<file path="src/rtl/mul_share_arb_if.sv">
// Request/response bundle for the shared-multiplier arbiter.
// The slave side is the arbiter; the master side drives requests and takes results.
interface mul_share_arb_if #(
  parameter int W = 8
) ();
  logic [3:0]     req_valid;
  logic [4*W-1:0] req_a;
  logic [4*W-1:0] req_b;
  logic [3:0]     req_ready;
  logic           rsp_valid;
  logic           rsp_ready;
  logic [2*W-1:0] rsp_y;
  logic [1:0]     rsp_id;
  logic           busy;

  modport slave (
    input  req_valid, req_a, req_b, rsp_ready,
    output req_ready, rsp_valid, rsp_y, rsp_id, busy
  );

  modport master (
    output req_valid, req_a, req_b, rsp_ready,
    input  req_ready, rsp_valid, rsp_y, rsp_id, busy
  );
endinterface

</file>
<file path="src/rtl/mul_share_arb.sv">
// Four requesters time-share one unsigned W x W multiplier.
// A round-robin winner is accepted in IDLE, multiplied in CALC and held in
// RESP until the downstream takes it. ptr remembers the last completed grant.
module mul_share_arb #(
  parameter int W = 8
) (
  input logic          clk,
  input logic          rst,
  mul_share_arb_if.slave bus
);

  typedef enum logic [1:0] {
    IDLE = 2'd0,
    CALC = 2'd1,
    RESP = 2'd2
  } state_t;

  state_t         state_q, state_d;
  logic [1:0]     ptr_q;
  logic [W-1:0]   a_q, b_q;
  logic [1:0]     id_q;
  logic [2*W-1:0] rsp_y_q;
  logic [1:0]     rsp_id_q;

  logic           grant_found;
  logic [1:0]     grant_idx;
  logic [3:0]     grant_oh;
  logic           accept;
  logic [W-1:0]   sel_a, sel_b;

  // Round-robin search: first valid requester starting just after ptr.
  always_comb begin
    // NOTE: every combinational output gets a default first so no path leaves it unassigned (no latch).
    grant_found = 1'b0;
    grant_idx   = 2'd0;
    for (int k = 1; k <= 4; k++) begin
      if (!grant_found && bus.req_valid[ptr_q + 2'(k)]) begin
        grant_found = 1'b1;
        grant_idx   = ptr_q + 2'(k);
      end
    end
  end

  assign grant_oh = 4'b0001 << grant_idx;
  assign accept   = (state_q == IDLE) && !rst && grant_found;
  assign sel_a    = bus.req_a[grant_idx*W +: W];
  assign sel_b    = bus.req_b[grant_idx*W +: W];

  // Next-state logic for the IDLE -> CALC -> RESP loop.
  always_comb begin
    state_d = state_q;
    unique case (state_q)
      IDLE:    if (accept) state_d = CALC;
      CALC:    state_d = RESP;
      RESP:    if (bus.rsp_ready) state_d = IDLE;
      default: state_d = IDLE;
    endcase
  end

  // Control and result registers; reset discards any in-flight transaction.
  always_ff @(posedge clk) begin
    // NOTE: sequential state uses non-blocking assignments so all registers update together at the edge.
    if (rst) begin
      state_q  <= IDLE;
      ptr_q    <= 2'd3;
      rsp_y_q  <= '0;
      rsp_id_q <= 2'd0;
      id_q     <= 2'd0;
    end else begin
      state_q <= state_d;
      if (accept) id_q <= grant_idx;
      if (state_q == CALC) begin
        rsp_y_q  <= {{W{1'b0}}, a_q} * {{W{1'b0}}, b_q};
        rsp_id_q <= id_q;
      end
      if (state_q == RESP && bus.rsp_ready) ptr_q <= rsp_id_q;
    end
  end

  // Operand capture at acceptance so later bus changes cannot reach the product.
  always_ff @(posedge clk) begin
    // NOTE: pure datapath holding registers need no reset; they are always written before being used.
    if (accept) begin
      a_q <= sel_a;
      b_q <= sel_b;
    end
  end

  assign bus.req_ready = accept ? grant_oh : 4'b0000;
  assign bus.rsp_valid = (state_q == RESP);
  assign bus.rsp_y     = rsp_y_q;
  assign bus.rsp_id    = rsp_id_q;
  assign bus.busy      = (state_q != IDLE);

endmodule

</file>
<file path="src/flat_wrapper.sv">
// flat-port wrapper written by rule: the top's interface ports become plain ports
module mul_share_arb_flat 
#(
  parameter int W = 8
)
  (clk, rst, bus_req_valid, bus_req_a, bus_req_b, bus_rsp_ready, bus_req_ready, bus_rsp_valid, bus_rsp_y, bus_rsp_id, bus_busy);
  mul_share_arb_if #(.W(W)) bus_i ();
  input logic clk;
  input logic rst;
  input wire logic [$bits(bus_i.req_valid)-1:0] bus_req_valid;
  input wire logic [$bits(bus_i.req_a)-1:0] bus_req_a;
  input wire logic [$bits(bus_i.req_b)-1:0] bus_req_b;
  input wire logic [$bits(bus_i.rsp_ready)-1:0] bus_rsp_ready;
  output wire logic [$bits(bus_i.req_ready)-1:0] bus_req_ready;
  output wire logic [$bits(bus_i.rsp_valid)-1:0] bus_rsp_valid;
  output wire logic [$bits(bus_i.rsp_y)-1:0] bus_rsp_y;
  output wire logic [$bits(bus_i.rsp_id)-1:0] bus_rsp_id;
  output wire logic [$bits(bus_i.busy)-1:0] bus_busy;
  assign bus_i.req_valid = bus_req_valid;
  assign bus_i.req_a = bus_req_a;
  assign bus_i.req_b = bus_req_b;
  assign bus_i.rsp_ready = bus_rsp_ready;
  assign bus_req_ready = bus_i.req_ready;
  assign bus_rsp_valid = bus_i.rsp_valid;
  assign bus_rsp_y = bus_i.rsp_y;
  assign bus_rsp_id = bus_i.rsp_id;
  assign bus_busy = bus_i.busy;
  mul_share_arb #(.W(W)) u_core (.clk(clk), .rst(rst), .bus(bus_i));
endmodule
</file>
<file path="config.mk">
export PLATFORM = sky130hd
export DESIGN_NAME = mul_share_arb_flat
export DESIGN_NICKNAME = d
export VERILOG_FILES = /design/src/rtl/mul_share_arb_if.sv /design/src/rtl/mul_share_arb.sv /design/src/flat_wrapper.sv
export SDC_FILE = /design/constraint.sdc
export NUM_CORES = 1
export LEC_CHECK = 0
export CORE_MARGIN = 1.5
export CORE_UTILIZATION = 40
export DETAILED_ROUTE_END_ITERATION = 8
export GPL_TIMING_DRIVEN = 0
export MAX_ROUTING_LAYER = met4
export PLACE_DENSITY_LB_ADDON = 0.15
export SLEW_MARGIN = 20
export SYNTH_ARGS = -nofsm -noshare
export SYNTH_HDL_FRONTEND = slang
export SYNTH_SLANG_ARGS = --single-unit
export TNS_END_PERCENT = 50
</file>
<file path="constraint.sdc">
create_clock -name clk -period 6.55 [get_ports clk]
set_clock_uncertainty 0.2 [all_clocks]
set_input_delay 0.655 -clock clk [delete_from_list [all_inputs] [get_ports clk]]
set_output_delay 0.655 -clock clk [all_outputs]
set_load 0.01 [all_outputs]
</file>
==> run_results.csv, run 1 <==
group,metric,value,unit
outcome,status,"completed",
floorplanning,initial_core_util,41.7,%
yosys,synth-edff-count,16,
yosys,synth.distinct_cells,46,
clock_network,tritoncts.num_buffers,5,
hold_path,hold_start,"u_core.bus.rsp_y[0]",
placement,io_buffer_count,93,
global_routing,antenna_found_initial,0,
critical_path,cp_slowest_cell,"fa_1",
route,drc,0,
global_routing,first_global_vias,3374,
clock_network,htreeDepth,2,
hold_path,hold_path.class,"reg2reg",
sta,slew_violations,0,
critical_path,critPathKind,"reg2reg",
clock_network,ctsRootBufferMaster,"clkbuf_8",
finish,final_cell_mix,"clkdlybuf4s50_1, and2_1, inv_1, mux2i_1, nand2_1",
floorplanning,ios,95,
power,p_sw_share,43.6,%
critical_path,r2r_start,"u_core.b_q[7]",
route,wl_per_cell,13.6,um
critical_path,slowest_delay,550,ps
floorplanning,die_h,104,um
critical_path,cp-end-kind,"flop",
clock_network,clock_latency,300,ps
floorplanning,dieArea,10900,um^2
clock_network,clock_sinks,40,
yosys,synthesis.nets,577,
finish,nNetsFinal,677,
critical_path,arrival,4620,ps
route,vias,3370,
finish,final_common_cell,"clkdlybuf4s50_1",
power,comb_power_share,66.1,%
finish,final_util,54.0,%
clock_network,ctsLongestPathBuffers,2,
hold_path,hold_path_depth,2,
placement,gp_congestion,0.841,
global_routing,overflow,0,
sta,final.period_utilization,71.1,%
finish,area_delta_synth_final,29.5,%
critical_path,crit_chain,"and2_1, fa_1, fa_1, fa_1, inv_1, fa_1, inv_1, ha_1, a21o_1, or2_2, o21ai_1, o21a_1, o221ai_1",
finish,postLayoutCellArea,5330,um^2
sta,hold_viol,0,
finish,antenna_cells,0,
critical_path,required,6520,ps
yosys,synth_cells,434,
critical_path,crit_path_frequent_cell,"fa_1",
yosys,syn_area,4120,um^2
clock_network,cts_setup_buffers,0,
power,power,1.61,mW
power,p_clk_share,12.5,%
sta,tightestPinTransition,509,ps
global_routing,grt_max_degree,19,
route,drt-total-wl,9100,um
sta,setup_viol,0,
critical_path,reg2reg_to,"u_core.bus.rsp_y[15]",
yosys,ys_ff_latch,40,
critical_path,critPathLaunchType,"flop",
sta,rsz0062_at_grt,"false",
route,via_per_inst,5.04,
clock_network,ctsResizeCount,0,
finish,drive_above_1_share,3.55,%
critical_path,path_delay_family,"adder cells",
yosys,syn_area_per_cell,9.48,um^2
sta,fmax,215,MHz
finish,fill_cells,926,
route,ant_nets,0,
critical_path,r2r_cells,13,
floorplanning,die_w,104,um
power,p_int,906,uW
sta,period_minus_slack,4650,ps
clock_network,cts_tree,"yes",
critical_path,worstPathMaxFanout,8,
critical_path,reg2reg_slack,1900,ps
power,power.net_switching,700,uW
placement,placed_area,5210,um^2
hold_path,min_to,"u_core.bus.rsp_y[0]",
power,p_leak,2.46,nW
clock_network,clkSlewWorstSetupHoldPaths,90,ps
global_routing,grt_pass1_wl,15800,um
global_routing,grtUsageTotal,17.9,%
critical_path,path_buf_inv,2,
power,ir_worst_vdd,0.219,mV
sta,slew_headroom,66.1,%
floorplanning,core_area,9860,um^2
yosys,yosysSeqAreaShare,23.3,%
route,drt_first_pass_iters,4,
placement,hpwl,7620,um
power,cellPowerDensity,301,nW/um^2
flow_run,drv_cap,0,
clock_network,holdBufCountCts,0,
yosys,synth_flop_cell,"dfxtp_1",
yosys,yosysWarnings,0,
sta,finalSetupTns,0,ps
power,power_frac_seq,21.4,%
floorplanning,row_count,36,
critical_path,startpoint,"u_core.b_q[7]",
yosys,ys_async_sr_fraction,0,%
route,drt_iter0_markers,113,
## state kept, by name, summed over array words and instances (netlist names)
signal / flops
u_core.bus.rsp_y: 16
u_core.a_q: 8
u_core.b_q: 8
u_core.bus.rsp_id: 2
u_core.id_q: 2
u_core.ptr_q: 2
u_core.state_q: 2
## per-stage QoR
step	cells	setup slack (ps)	hold WS, ps
3_3_place_gp	660	1930	241
2_1_floorplan	434	2230	232
3_5_place_dp	660	1880	244
4_1_cts	668	1870	256
5_1_grt	668	1720	278
6_report	668	1900	254
## cell type report
type	count	area [um^2]	area share (%)
multi-input combinational	329	2880	54.0
sequential	40	961	18.0
timing repair buffer	93	931	17.5
inverter	50	188	3.52
tap	133	166	3.12
clock buffer	7	108	2.02
buffer	15	90.1	1.69
clock inverter	1	8.76	0.164
## Yosys cell counts (6+ instances only)
library cell  count  area [um^2]
nor2_1           11         41.3
dfxtp_1          24          480
nand2b_1          6         37.5
a21oi_1          16         80.1
and2_1           52          325
fa_1             36          721
ha_1             36          450
nand3_1           7         35.0
nand3b_1          8         60.1
edfxtp_1         16          480
a21o_1            7         52.6
o21ai_0           6         30.0
clkbuf_1          8         30.0
inv_1            49          184
mux2i_1          49          490
nand2_1          37          139
## layer usage
layer | GRT usage [%] | part of all wire [%] | routed length [um] | up-vias
li1 | - | - | - | 1675
met1 | 23.5 | 46 | 4180 | 1628
met2 | 29.9 | 50 | 4590 | 61
met3 | 2.13 | 2.7 | 249 | 6
met4 | 3.57 | 0.90 | 82 | 0
met5 | - | 0 | 0 | -
## tightest hold or removal path, cell delays in order (launching register included)
cell	delay [ps]
dfxtp_1	320
nand2_1	50
a21oi_1	50
## worst max path at each step
stage / cells past startpoint / end / slack, ps
floorplan: 13 / u_core.bus.rsp_y[15] / 2230
global placement: 13 / u_core.bus.rsp_y[15] / 1930
detailed placement: 13 / u_core.bus.rsp_y[15] / 1880
CTS: 13 / u_core.bus.rsp_y[15] / 1870
global route: 13 / u_core.bus.rsp_y[15] / 1720
finish: 13 / u_core.bus.rsp_y[15] / 1900
## power groups by stage
stage	combinational, mW	clock, mW	sequential (mW)
after detailed placement	1.07	0	0.348
after global placement	1.05	0	0.347
after floorplan	0.771	0	0.348
after CTS	1.08	0.204	0.343
final	1.06	0.201	0.343
after global routing	1.22	0.217	0.350
## cell families (layout without fill, tap and decap cells)
family,Yosys count,count (layout),share of synthesized area [%]
buffers and inverters,65,166,6.75
flip-flops,40,40,23.3
multiplexers,49,49,11.9
XOR/XNOR,1,1,0.213
adder cells (fa/ha/maj),72,72,28.4
AO/OA/AOI/OAI,59,59,9.54
AND/OR/NAND/NOR,148,148,19.8
(Power assumes the default switching activity.)
==> run 2: changes to the inputs <==
Clock period 6.55 ns to 4.1 ns, I/O delays scaled along.
==> run_results.csv, run 2 (synthesis results as in run 1) <==
group,metric,value,unit
power,ir_worst_vdd,0.542,mV
clock_network,holdBufCountCts,0,
floorplanning,dieArea,10900,um^2
critical_path,arrival,4310,ps
global_routing,first_global_vias,3576,
floorplanning,initial_core_util,41.7,%
flow_run,drv_cap,0,
critical_path,critPathLaunchType,"flop",
sta,slew_headroom,61.9,%
route,drt_iter0_markers,92,
route,ant_nets,0,
clock_network,clock_sinks,40,
critical_path,critPathKind,"reg2reg",
floorplanning,die_h,104,um
global_routing,antenna_found_initial,0,
sta,finalHoldWorstSlack,258,ps
sta,rsz0062_at_grt,"true",
power,p_leak,2.66,nW
clock_network,tritoncts.num_buffers,5,
finish,antenna_cells,0,
finish,final_cell_mix,"clkdlybuf4s50_1, mux2i_1, inv_1, and2_1, nand2_1",
hold_path,hold_path.class,"reg2reg",
sta,hold_viol,0,
floorplanning,core_area,9860,um^2
placement,placed_cells_incl_taps,660,
global_routing,grt_max_degree,19,
route,vias,3549,
critical_path,cp-end-kind,"flop",
power,cellPowerDensity,568,nW/um^2
placement,placed_area,5280,um^2
finish,fill_cells,864,
clock_network,clock_latency,300,ps
global_routing,grt_pass1_wl,16200,um
route,via_per_inst,5.06,
outcome,violations,"negative setup slack",
finish,final_common_cell,"clkdlybuf4s50_1",
sta,period_minus_slack,4260,ps
critical_path,required,4150,ps
clock_network,htreeDepth,2,
floorplanning,row_count,36,
finish,nNetsFinal,711,
global_routing,grtUsageTotal,18.6,%
placement,io_buffer_count,93,
route,wl_per_cell,14.0,um
route,drt_first_pass_iters,4,
sta,finalSetupTns,-617,ps
sta,tightestPinTransition,572,ps
placement,gp_congestion,0.827,
placement,hpwl,7700,um
route,drc,0,
finish,largest_reg_flops,16,
global_routing,overflow,0,
finish,postLayoutCellArea,5880,um^2
floorplanning,ios,95,
clock_network,ctsRootBufferMaster,"clkbuf_8",
route,drt-total-wl,9830,um
critical_path,worstPathMaxFanout,5,
sta,setup_viol,6,
finish,final_util,59.6,%
sta,fmax,235,MHz
clock_network,cts_tree,"yes",
floorplanning,die_w,104,um
sta,fin_ws,-162,ps
sta,slew_violations,0,
clock_network,ctsLongestPathBuffers,2,
finish,area_delta_synth_final,42.9,%
finish,drive_above_1_share,18.5,%
outcome,status,"finished, violations left",
sta,final.period_utilization,104,%
finish,layoutNonFillerInstCount,702,
clock_network,clkSlewWorstSetupHoldPaths,80,ps
-- run 2: critical path: stages, from the launching register on --
cell      delay, ps
edfxtp_1        480
buf_6           140
nand2_2          50
fa_1            500
fa_1            510
inv_2            40
fa_1            520
inv_1            50
fa_1            490
inv_2            40
ha_4            260
o211ai_1        120
a21oi_4         210
o21ai_4         100
or4_4           430
nand3_2          60
-- run 2: timing repair --
item                       in CTS  in global routing
pin swaps                      42                 24
resized for setup              25                 27
setup endpoints to repair       8                  9
buffers inserted               31                  3
-- run 2: per-layer routing --
| layer | track usage [%] | up-vias | wire [um] |
|---|---|---|---|
| met5 | - | - | 0 |
| met4 | 5.26 | 0 | 163 |
| met3 | 2.57 | 15 | 364 |
| met2 | 31.9 | 82 | 5050 |
| met1 | 23.0 | 1719 | 4250 |
| li1 | - | 1733 | - |
-- run 2: area by class of cell --
| class | count | area (um^2) | share of cell area, % |
|---|---|---|---|
| clock buffers | 7 | 108 | 1.83 |
| clock inverters | 1 | 8.76 | 0.149 |
| well taps | 133 | 166 | 2.83 |
| multi-input cells | 329 | 3150 | 53.6 |
| plain buffers | 15 | 90.1 | 1.53 |
| flip-flops and latches | 40 | 961 | 16.3 |
| inverters | 50 | 188 | 3.19 |
| repair buffers | 127 | 1210 | 20.5 |
-- run 2: power by group --
part	switching (mW)	total [mW]	internal, mW
clock	0.151	0.325	0.175
sequential	0.0536	0.542	0.488
combinational	1.22	2.47	1.26
total	1.42	3.34	1.92
-- run 2: path summary, 6_finish.rpt --
path / cells after the start / to / slack (ps) / from
setup reg to reg: 15 / u_core.bus.rsp_y[11] / -160 / u_core.a_q[3]
hold / removal: 2 / u_core.bus.rsp_y[3] / 260 / u_core.bus.rsp_y[3]
hold reg to reg: 2 / u_core.bus.rsp_y[3] / 260 / u_core.bus.rsp_y[3]
setup / recovery: 15 / u_core.bus.rsp_y[11] / -160 / u_core.a_q[3]
-- run 2: metrics by stage --
step	setup WS, ps	power (mW)
after floorplan	-31.2	1.93
after global placement	-313	2.42
after detailed placement	-374	2.46
after CTS	-227	3.16
after global routing	-246	3.61
final	-162	3.34
